**config.mk**
```make
export PLATFORM = sky130hd
export DESIGN_NAME = imm_ext_pipe
export DESIGN_NICKNAME = d
export VERILOG_FILES = /design/src/rtl/cpu_ext_pkg.sv /design/src/rtl/imm_ext_calc.sv /design/src/rtl/imm_ext_pipe.sv
export SDC_FILE = /design/constraint.sdc
export NUM_CORES = 1
export LEC_CHECK = 0
export BUFFER_PORTS_ARGS = -buffer_cell sky130_fd_sc_hd__buf_2
export CAP_MARGIN = 20
export CORE_AREA = 2 2 152 154
export CTS_CLUSTER_DIAMETER = 80
export DETAILED_ROUTE_END_ITERATION = 8
export DIE_AREA = 0 0 154 156
export GPL_ROUTABILITY_DRIVEN = 0
export PLACE_DENSITY_LB_ADDON = 0.25
export SYNTH_ARGS = -nofsm -noshare
export SYNTH_HDL_FRONTEND = slang
export SYNTH_SLANG_ARGS = --single-unit
```
**constraint.sdc**
```tcl
create_clock -name clk -period 3.5 [get_ports clk]
set_input_delay 0.35 -clock clk [delete_from_list [all_inputs] [get_ports clk]]
set_output_delay 0.35 -clock clk [all_outputs]
set_load 0.01 [all_outputs]
```
**src/rtl/cpu_ext_pkg.sv**
```systemverilog
// Shared types for the ID-stage immediate extender: extension op codes and
// the queue entry layout {err, imm}.
package cpu_ext_pkg;

    typedef enum logic [2:0] {
        EXTOP_ZERO   = 3'd0,
        EXTOP_SIGN   = 3'd1,
        EXTOP_LUI    = 3'd2,
        EXTOP_SHAMT  = 3'd3,
        EXTOP_BRANCH = 3'd4,
        EXTOP_JUMP   = 3'd5
    } ext_op_t;

    localparam int EXT_XLEN    = 32;
    localparam int EXT_ENTRY_W = EXT_XLEN + 1;

    typedef struct packed {
        logic                err;
        logic [EXT_XLEN-1:0] imm;
    } ext_entry_t;

endpackage

```
**src/rtl/imm_ext_calc.sv**
```systemverilog
// Combinational immediate / branch-target / jump-target generator.
// Op codes 6-7 yield a zero value with the error flag set.
module imm_ext_calc
    import cpu_ext_pkg::*;
#(
    parameter int XLEN  = 32,
    parameter int IMM_W = 16
) (
    input  logic [2:0]       i_op,
    input  logic [IMM_W-1:0] i_imm,
    input  logic [XLEN-1:0]  i_pc,
    input  logic [25:0]      i_index,
    output logic [XLEN-1:0]  o_imm,
    output logic             o_err
);

    logic [XLEN-1:0] w_pc4;
    logic [XLEN-1:0] w_sext;

    assign w_pc4  = i_pc + XLEN'(4);
    assign w_sext = {{(XLEN-IMM_W){i_imm[IMM_W-1]}}, i_imm};

    always_comb begin
        o_imm = '0;
        o_err = 1'b0;
        case (i_op)
            EXTOP_ZERO:   o_imm = {{(XLEN-IMM_W){1'b0}}, i_imm};
            EXTOP_SIGN:   o_imm = w_sext;
            EXTOP_LUI:    o_imm = {i_imm, {(XLEN-IMM_W){1'b0}}};
            EXTOP_SHAMT:  o_imm = {{(XLEN-5){1'b0}}, i_imm[10:6]};
            EXTOP_BRANCH: o_imm = w_pc4 + (w_sext << 2);
            EXTOP_JUMP:   o_imm = {w_pc4[XLEN-1:28], i_index, 2'b00};
            default:      o_err = 1'b1;
        endcase
    end

endmodule

```
**src/rtl/imm_ext_pipe.sv**
```systemverilog
// Buffered immediate generator: computes the value at push time and queues it
// in a DEPTH-entry FIFO. Define IMM_EXT_BYPASS_EN for a 0-cycle empty-queue bypass.
module imm_ext_pipe
    import cpu_ext_pkg::*;
#(
    parameter int XLEN  = 32,
    parameter int IMM_W = 16,
    parameter int DEPTH = 2
) (
    input  logic             clk,
    input  logic             resetn,
    input  logic             flush,
    input  logic             in_valid,
    output logic             in_ready,
    input  logic [2:0]       in_op,
    input  logic [IMM_W-1:0] in_imm,
    input  logic [XLEN-1:0]  in_pc,
    input  logic [25:0]      in_index,
    output logic             out_valid,
    input  logic             out_ready,
    output logic [XLEN-1:0]  out_imm,
    output logic             out_err
);

    localparam int PTR_W   = $clog2(DEPTH);
    localparam int CNT_W   = PTR_W + 1;
    localparam int ENTRY_W = XLEN + (EXT_ENTRY_W - EXT_XLEN);

    logic [XLEN-1:0]    w_calc_imm;
    logic               w_calc_err;
    logic [ENTRY_W-1:0] w_head;
    logic               w_not_empty;
    logic               w_push;
    logic               w_pop;
    logic               w_bypass_take;

    logic [ENTRY_W-1:0] r_mem [DEPTH];
    logic [PTR_W-1:0]   r_wr_ptr;
    logic [PTR_W-1:0]   r_rd_ptr;
    logic [CNT_W-1:0]   r_count;

    imm_ext_calc #(
        .XLEN  (XLEN),
        .IMM_W (IMM_W)
    ) u_calc (
        .i_op    (in_op),
        .i_imm   (in_imm),
        .i_pc    (in_pc),
        .i_index (in_index),
        .o_imm   (w_calc_imm),
        .o_err   (w_calc_err)
    );

    assign w_not_empty = (r_count != '0);
    assign w_head      = r_mem[r_rd_ptr];
    assign in_ready    = (r_count < CNT_W'(DEPTH)) || out_ready;

`ifdef IMM_EXT_BYPASS_EN
    logic w_bypass;
    // An empty queue forwards the freshly computed value straight to the output.
    assign w_bypass      = !w_not_empty && in_valid && !flush;
    assign w_bypass_take = w_bypass && out_ready;
    assign out_valid     = w_not_empty || w_bypass;
    assign out_imm       = w_not_empty ? w_head[XLEN-1:0] : (w_bypass ? w_calc_imm : '0);
    assign out_err       = w_not_empty ? w_head[XLEN]     : (w_bypass && w_calc_err);
`else
    assign w_bypass_take = 1'b0;
    assign out_valid     = w_not_empty;
    assign out_imm       = w_not_empty ? w_head[XLEN-1:0] : '0;
    assign out_err       = w_not_empty && w_head[XLEN];
`endif

    assign w_push = in_valid && in_ready && !flush && !w_bypass_take;
    assign w_pop  = w_not_empty && out_ready && !flush;

    always_ff @(posedge clk or negedge resetn) begin
        if (!resetn) begin
            r_wr_ptr <= '0;
            r_rd_ptr <= '0;
            r_count  <= '0;
        end else if (flush) begin
            r_wr_ptr <= '0;
            r_rd_ptr <= '0;
            r_count  <= '0;
        end else begin
            if (w_push) begin
                r_wr_ptr <= r_wr_ptr + PTR_W'(1);
            end
            if (w_pop) begin
                r_rd_ptr <= r_rd_ptr + PTR_W'(1);
            end
            if (w_push && !w_pop) begin
                r_count <= r_count + CNT_W'(1);
            end else if (w_pop && !w_push) begin
                r_count <= r_count - CNT_W'(1);
            end
        end
    end

    // Storage carries no reset; the count masks stale contents from the output.
    always_ff @(posedge clk) begin
        if (w_push) begin
            r_mem[r_wr_ptr] <= {w_calc_err, w_calc_imm};
        end
    end

endmodule
```
# Word level (Yosys, flattened, before mapping)
# Memories as Yosys holds them, arrays and structs flattened.
# Cells that the tools add are included.
# word_totals
register_bits	4
latch_bits	0
ramBits	66
rom_bits	0
in_bits	82
elab_cells	45
memories	1
# mem_list
memory	depth	word_bits	rd	rd_ports_with_merged_regs	write_ports	line_no	rtl
r_mem	2	33	1	0	1	imm_ext_pipe.sv:37	logic [ENTRY_W-1:0] r_mem [DEPTH];
# classes
n_addsub	6
multipliers	0
div_mod_pow	0
magnitude_cmp	1
eq_ne	5
shifts	0
muxes	12
bitwise_logic	0
n_reduce_logical	17
# op_table
op	n
$pmux W32 S6	1
$add A32 B3 Y32 const B	1
$add A32 B32 Y32	1
$mux W32	1
$logic_and A1 B1 Y1	7
$mux W1	7
$eq A3 B2 Y1 const B	2
$eq A3 B3 Y1 const B	2
$mux W2	3
$reduce_bool A2 Y1	3
$reduce_or A6 Y1	1
$eq A3 B1 Y1 const B	1
$logic_not A1 Y1	3
$logic_not A3 Y1	1
$reduce_bool A3 Y1	1
$add A1 B1 Y1 const B	2
$add A2 B1 Y2 const B	1
$lt A2 B2 Y1 const B	1
$sub A2 B1 Y2 const B	1
$logic_or A1 B1 Y1	1

# Longest topological paths before layout
# Gate-level depths: netlist of the first run.
# logic_depth
word_depth	9
ltp_mapped	19

# Cells and area by module
# A second synthesis of the first run with hierarchy kept.
# hier_totals
hier_cells	642
area_unflattened_um2	5780.5
# modules_own_cells
mod	n_inst	cells_per_inst	area_per_inst_um2	seq_area_each_um2
imm_ext_calc	1	476	3071.7	0.0
imm_ext_pipe	1	166	2708.8	2082.0

# Least setup slack after synthesis of the first run
# Ideal clock, no wire load.
# synth_timing
path_type	flip-flop to flip-flop
from	reg r_count[1]
to	mem r_mem[1][0] (netlist bit) (enable)
arrival_time_ps	3144
setup_slack_ps	-115
path_stages_with_launch	4
n_path_buf	0
path_cell_list	dfrtp_1 > nand2b_1 > nand2_1 > nor3b_1
# synth_between
elab_chain_len	6
# synth_rtl
element	line_no	rtl
start: declaration	imm_ext_pipe.sv:40	logic [CNT_W-1:0] r_count;
start signal: assignment	imm_ext_pipe.sv:93	r_count <= r_count + CNT_W'(1);
start signal: assignment	imm_ext_pipe.sv:95	r_count <= r_count - CNT_W'(1);
$lt A2 B2 Y1	imm_ext_pipe.sv:56	assign in_ready = (r_count < CNT_W'(DEPTH)) || out_ready;
$logic_or A1 B1 Y1	imm_ext_pipe.sv:56	
net in_ready	imm_ext_pipe.sv:14	output logic in_ready,
$logic_and A1 B1 Y1 (2 in series)	imm_ext_pipe.sv:73	assign w_push = in_valid && in_ready && !flush && !w_bypass_take;
$mux W1	imm_ext_pipe.sv:102	if (w_push) begin
$mux W1 (not written as such)	imm_ext_pipe.sv:103	r_mem[r_wr_ptr] <= {w_calc_err, w_calc_imm};
end: declaration	imm_ext_pipe.sv:37	
# The timed path passes the listed nets, and every way through them passes these cells.

# Final worst setup path of the first run
# layout_timing
from	in in_pc[8]
to	mem r_mem[0][31] (netlist bit) (data pin)
# layout_between
elab_chain_len	3
# layout_rtl
element	line_no	rtl
start: declaration	imm_ext_pipe.sv:17	input logic [XLEN-1:0] in_pc,
$add A32 B3 Y32 (*)	imm_ext_calc.sv:20	assign w_pc4 = i_pc + XLEN'(4);
$add A32 B32 Y32	imm_ext_calc.sv:31	EXTOP_BRANCH: o_imm = w_pc4 + (w_sext << 2);
$pmux W32 S6 (*)	imm_ext_calc.sv:26	case (i_op)
net u_calc.o_imm[31]	imm_ext_calc.sv:13	output logic [XLEN-1:0] o_imm,
# The timed path passes the listed nets; every way through them passes the cells marked *.

==> impl_results.md, run 1 <==
- Status: finished with violations
- Failing checks: design-rule violations
- Clock root cell: clkbuf_16
- CP required: roughly 3600 ps
- Floorplan core area: between 20,000 and 25,000 µm²
- Layout net count: 927
- Largest net degree at the start of global routing: 51
- Hold path start: in_valid
- Final Non-Filler Cells: 1,098
- Yosys reg bits: 70
- Maxcap violations: 0
- IO Count: between 100 and 150
- CP Max Fanout: 3
- CTS Buf Count: 9
- Reg2Reg Depth: 4
- Register area share after synthesis: a little under two fifths
- Mapped Cells: between 500 and 600
- Hold depth: 2
- Synth-to-Final Area Change: 40.56%
- Placed cells: 1,074
- GRT Overall Usage: 14.04%
- Antenna-violating nets left: 0
- Setup_tns: 0 ps
- Final WS setup: 195.9 ps
- Post-Syn Area: between 5000 and 6000 µm²
- Share of cells above drive strength 1: a little under two fifths
- Post-placement setup slack: -390.4 ps
- Height of the die: between 150 and 200 µm
- Slew Limit Fails: 0
- Cell variety after synth: 57
- Fmax: slightly above 300 MHz
- Max-slew headroom: approximately 36%
- Leak Pwr: 3.311 nW
- Reg clk slew, reported paths: approximately 60 ps
- Crit path arrival time: 3370 ps
- GRT Residual Overflow: 0
- Most used DFF post-synth: edfxtp_1
- DIE AREA: 24,020 µm²
- Starting density of the core: between 20% and 30%
- # DRC: 4
- CTS tree: built
- Mapped Avg Cell Area: 9.413 µm²
- Crit start category: primary input
- Final core occ: 34.72%
- Drt via density: between 4 and 5
- PD cells: between 300 and 400 nW/µm²
- Reg2Reg Capture Point: r_mem[1][21]$_DFFE_PP_
- Worst-Skew Late Latency: 330 ps
- Number of global-route vias before repair: just under 5,000
- Setup Viol. Count Final: 0
- Die X: approximately 150 µm
- Post-synth EDFFs: 66
- Pre-Repair DR Iteration Count: 6
- Share of flip-flops with an asynchronous set or reset: under 10%
- CTS H-Tree Depth: 3
- Drt wl/cell: 15.32 µm
- Cell taking the most area after synthesis: edfxtp_1
- Detailed Route WL: between 15 and 20 mm
- Worst setup EP type: flip-flop
- FF-to-FF setup slack: 1790 ps
- Initial DRC Count: ~240
- IR drop worst, VDD: around 0.23 mV
- Via count: about 5,000
- DP Wirelength: between 10 and 15 mm
- Final Hold Violating Endpoints: 0
- Number of port buffers: 116
- CP Class: in2reg
- Most common cell in the netlist: nor2_1
- Synth top cells by count: 70 x nor2_1, 66 x edfxtp_1, 61 x a21oi_1, 48 x nand2_1
- Clock skew: roughly 6.4 ps
- Synth area leaders: edfxtp_1 36%, ha_1 8.4%, mux2i_1 6.7%
- Clock Path Buffers: 2
- Num rows: 55
- RSZ-0062 raised after global routing: true
- Synth warn: 0
- Fin crit period: about 3300 ps
- Initial antenna violation count: 2
- FF-to-FF Start: r_count[1]$_DFFE_PN0P_
- Crit path launch: in_pc[8]
- Final period utilization: 94.40%
- Post-synth top area share: between 30% and 40%
- Hold path endpoint: r_count[0]$_DFFE_PN0P_
- First-pass GRT wire length: 25.99 mm
- Clk sink count: 70
- Worst-Margin Slew: between 900 and 1000 ps
- Worst min path class: in2reg
- Syn Nets: about 710
-- cell families after synthesis --
kind of cell | Yosys count | share of synthesized area (%)
AND/OR/NAND/NOR | 187 | 16.01
AO/OA/AOI/OAI | 153 | 18.46
flip-flops | 70 | 37.68
XOR/XNOR | 57 | 9.171
buffers and inverters | 44 | 3.034
multiplexers | 38 | 6.907
adder cells (fa/ha/maj) | 38 | 8.741
-- state kept, by name, summed over array words and instances, names as in the netlist --
signal	flops
r_count	2
r_mem	66
r_rd_ptr	1
r_wr_ptr	1
-- cell usage in the layout, fill, tap and decap left out, types with 9 or more instances in the layout --
cell       netlist  routed
nand3_1         21      18
buf_4            0     117
inv_1           19      19
o221ai_1        13      13
xor2_1          22      22
clkbuf_16        0       9
a21o_1           9       9
xnor2_1         34      28
nor2_1          70      66
o211ai_1         9       9
ha_1            37      34
edfxtp_1        66      66
nand4_1         10      10
nor2b_1          9       9
o21ai_0         30      29
buf_2            2     114
nand2_1         48      46
mux2i_1         37      37
a21oi_2          3      10
a21oi_1         61      54
-- critical path, cell delays in order --
cell	delay, ps
buf_2	100
nand4_2	180
nor4_4	380
buf_4	210
nand2_4	50
xnor2_2	130
ha_1	320
a21oi_2	150
o21ai_2	80
a311oi_1	240
a21o_1	230
o31ai_4	100
a221oi_2	280
xor2_1	180
nor2_1	70
xnor2_1	200
o21ai_1	110
-- per-stage QoR --
stage	power (W)	hold WS, ps	instance area (µm²)
after detailed placement	0.001857	166.4	7219
after CTS	0.002692	252.2	7550
after floorplan	0.001478	54.41	5530
after global routing	0.002845	259.0	7764
after global placement	0.001856	164.4	7219
final	0.002688	261.9	7766
-- layer usage --
layer,share of wire [%],track usage [%],up-vias
met5,0.071,0,-
met2,47,23.79,98
met3,3.7,2.361,20
met1,47,18.28,2226
met4,1.6,4.450,2
li1,-,-,2611
-- power by group --
group / total [W] / internal, W / switching, W / leakage [nW]
logic: 0.000869 / 0.000410 / 0.000460 / 2.51
clock network: 0.000820 / 0.000483 / 0.000337 / 0.129
registers: 0.000999 / 0.000971 / 0.0000275 / 0.669
total: 0.00269 / 0.00186 / 0.000824 / 3.31
-- layout make-up --
cell class / instances / area [µm²]
Antenna cell: 1 / 2.502
Clock buffer: 10 / 229.0
Clock inverter: 6 / 46.29
Fill cell: 2310 / 14600
Inverter: 19 / 71.32
Multi-Input combinational cell: 473 / 3492
Sequential cell: 70 / 2083
Tap cell: 285 / 356.6
Timing Repair Buffer: 234 / 1485
-- worst max-delay path by stage --
stage                             end  slack (ps)  cells past startpoint
6_report       r_mem[0][31]$_DFFE_PP_         200                     17
4_1_cts        r_mem[1][30]$_DFFE_PP_          20                     18
5_1_grt        r_mem[0][31]$_DFFE_PP_         -30                     18
3_5_place_dp   r_mem[0][31]$_DFFE_PP_        -390                     17
2_1_floorplan   r_mem[0][0]$_DFFE_PP_          90                      3
3_3_place_gp   r_mem[0][31]$_DFFE_PP_        -320                     17
-- what timing repair did --
item                       in CTS  in global routing
resized for setup               5                 36
setup endpoints to repair       2                 18
hold endpoints to repair        4                  0
pin swaps                       4                 23
hold buffers                    1                  0
setup buffers                   1                  5
Power figures use the tool's default switching activity.
==> inputs of run 2 (changes only) <==
clock period = 3.74 ns   (was 3.5 ns; I/O delays follow)
==> run 2 against run 1 <==
Net effect:
- clock skew about the same
- critical path type unchanged
- first-iteration DRC count increased by 3.7%
- cell count decreased by 3.7%
- utilization decreased by 1.8 points
- register-to-register slack improved by 200 ps
- cell area decreased by 5.2%
- combinational power decreased by 13%
- the run now ends clean
==> impl_results.md, run 2 (synthesized netlist as in run 1, its figures left out) <==
- Status: finished, final reports clean
- Placed cells: roughly 1,000
- # DRC: 0
- Reg clk slew, reported paths: ~60 ps
- DP Wirelength: 13.59 mm
- Most common cell after layout, fill and taps aside: buf_2
- Most frequent cells in the layout: 116 x buf_2, 76 x buf_4, 68 x nor2_1
- Worst min path class: in2reg
- Max-slew headroom: a little under a third
- Crit start category: primary input
- Worst setup EP type: flip-flop
- Crit path launch: in_pc[2]
- Die X: 154 µm
- Largest register by flop count: r_mem
- Worst-Skew Late Latency: roughly 330 ps
- Share of cells above drive strength 1: about a third
- CTS Buf Count: 9
- Layout net count: 886
- FF-to-FF Start: r_count[1]$_DFFE_PN0P_
- Floorplan core area: between 20,000 and 25,000 µm²
- Clk sink count: 70
- Final Non-Filler Cells: between 1,000 and 1,500
- Number of global-route vias before repair: around 4,700
- Drt wl/cell: around 16 µm
- Cell Chain, Critical Path: buf_2, ha_1, nand4_1, nor4_4, buf_4, nand2_1, xnor2_1, ha_1, nand4_1, or3_1, o211ai_2, a21oi_2, o21bai_2, a31oi_4, a21oi_1, o41ai_2, buf_4
- Initial DRC Count: 250
- Hold slack: ~290 ps
- Drt via density: between 4 and 5
- Setup Viol. Count Final: 0
- Crit path max-delay family: simple AND/OR/NAND/NOR gates
- Antenna-violating nets left: 0
- Clock Path Buffers: 2
- DIE AREA: 24,020 µm²
- CP Class: in2reg
- Maxcap violations: 0
- GRT Overall Usage: a little over an eighth
- CTS tree: built
- Number of port buffers: around 120
- Detailed Route WL: 16.62 mm
- Initial antenna violation count: 2
- CTS H-Tree Depth: 3
- IR drop worst, VDD: approximately 0.18 mV
- Final Hold Violating Endpoints: 0
- Num rows: 55
- Reg2Reg Depth: 6
- Via count: between 4,000 and 5,000
- Worst-Margin Slew: just over 1000 ps
- Reg2Reg Capture Point: r_rd_ptr$_DFFE_PN0P_
- FF-to-FF setup slack: ~2000 ps
- Largest register FFs: between 60 and 70
- Buffers and inverters on the worst path: 3
- Clock root cell: clkbuf_16
- Leak Pwr: 3.063 nW
- First-pass GRT wire length: 25.58 mm
- Slowest Stage Delay on Critical Path: 400 ps
- Pre-Repair DR Iteration Count: 4
- CP endpoint: r_mem[1][30]$_DFFE_PP_
- Height of the die: ~160 µm
- IO Count: roughly 120
- Fin crit period: between 3000 and 4000 ps
- PD cells: 352.4 nW/µm²
- Largest net degree at the start of global routing: 39
- CP required: ~3800 ps
- Starting density of the core: around 25%
- Biggest regs: r_mem: 66 flops, r_count: 2 flops
- Clock skew: roughly 6.6 ps
- Worst path slowest cell: nor4_4
- Fmax: about 290 MHz
- GRT Residual Overflow: 0
- Critical path depth: 17
- Synth-to-Final Area Change: 33.29%
- Slew Limit Fails: 0
- CP Max Fanout: 3
- Final period utilization: 93.38%
- Crit path arrival time: 3580 ps
- RSZ-0062 raised after global routing: true
run 2: how the worst min path moves through the flow:
| stage | cells past startpoint | start | endpoint |
|---|---|---|---|
| after floorplan | 0 | resetn | r_count[0]$_DFFE_PN0P_ |
| after global placement | 1 | resetn | r_count[0]$_DFFE_PN0P_ |
| after detailed placement | 1 | resetn | r_count[0]$_DFFE_PN0P_ |
| after CTS | 2 | in_valid | r_count[0]$_DFFE_PN0P_ |
| after global routing | 2 | in_valid | r_count[0]$_DFFE_PN0P_ |
| final | 2 | in_valid | r_count[0]$_DFFE_PN0P_ |
run 2: timing repair:
item                                    in CTS  in global routing
endpoints found under the setup margin       0                  6
buffers inserted                             0                  1
endpoints found under the hold margin        4                  0
gates resized for setup                      0                 14
hold buffers                                 1                  0
run 2: worst reg2reg max path, delay by kind of cell, from the launching register on:
family / cells / cell delay, ps
simple gates: 3 / 590
buf+inv: 2 / 460
flops: 1 / 440
xor+xnor: 1 / 150
run 2: cell type report:
class | count | area [µm²]
Clock inverter | 6 | 95.09
Fill cell | 2358 | 15000
Clock buffer | 10 | 229.0
Antenna cell | 1 | 2.502
Tap cell | 285 | 356.6
Sequential cell | 70 | 2083
Timing Repair Buffer | 193 | 1161
Multi-Input combinational cell | 473 | 3366
Inverter | 19 | 71.32
run 2: through the flow:
step | utilization (%) | setup TNS, ps | total power (W) | setup slack (ps) | area [µm²]
finish | 32.93 | 0 | 0.002595 | 247.6 | 7365
global route | 32.92 | -64.86 | 0.002735 | -18.48 | 7362
CTS | 32.54 | 0 | 0.002614 | 172.3 | 7277
detailed placement | 31.04 | -999.8 | 0.001699 | -166.2 | 6943
global placement | 31.04 | -580.9 | 0.001700 | -156.6 | 6943
floorplan | - | 0 | 0.001384 | 124.9 | 5525
run 2: where the power goes:
| group | switching, W | internal, W | total (W) | leakage (nW) |
|---|---|---|---|---|
| combinational | 0.000415 | 0.000337 | 0.000752 | 2.24 |
| clock | 0.000318 | 0.000589 | 0.000907 | 0.157 |
| sequential | 0.0000268 | 0.000909 | 0.000936 | 0.669 |
run 2: metal layers:
layer	vias to the layer above	share of wire, %	GRT usage [%]
met4	2	1.7	3.649
li1	2520	-	-
met3	18	3.3	2.167
met2	93	47	23.28
met1	2174	48	18.07
met5	-	0.042	0
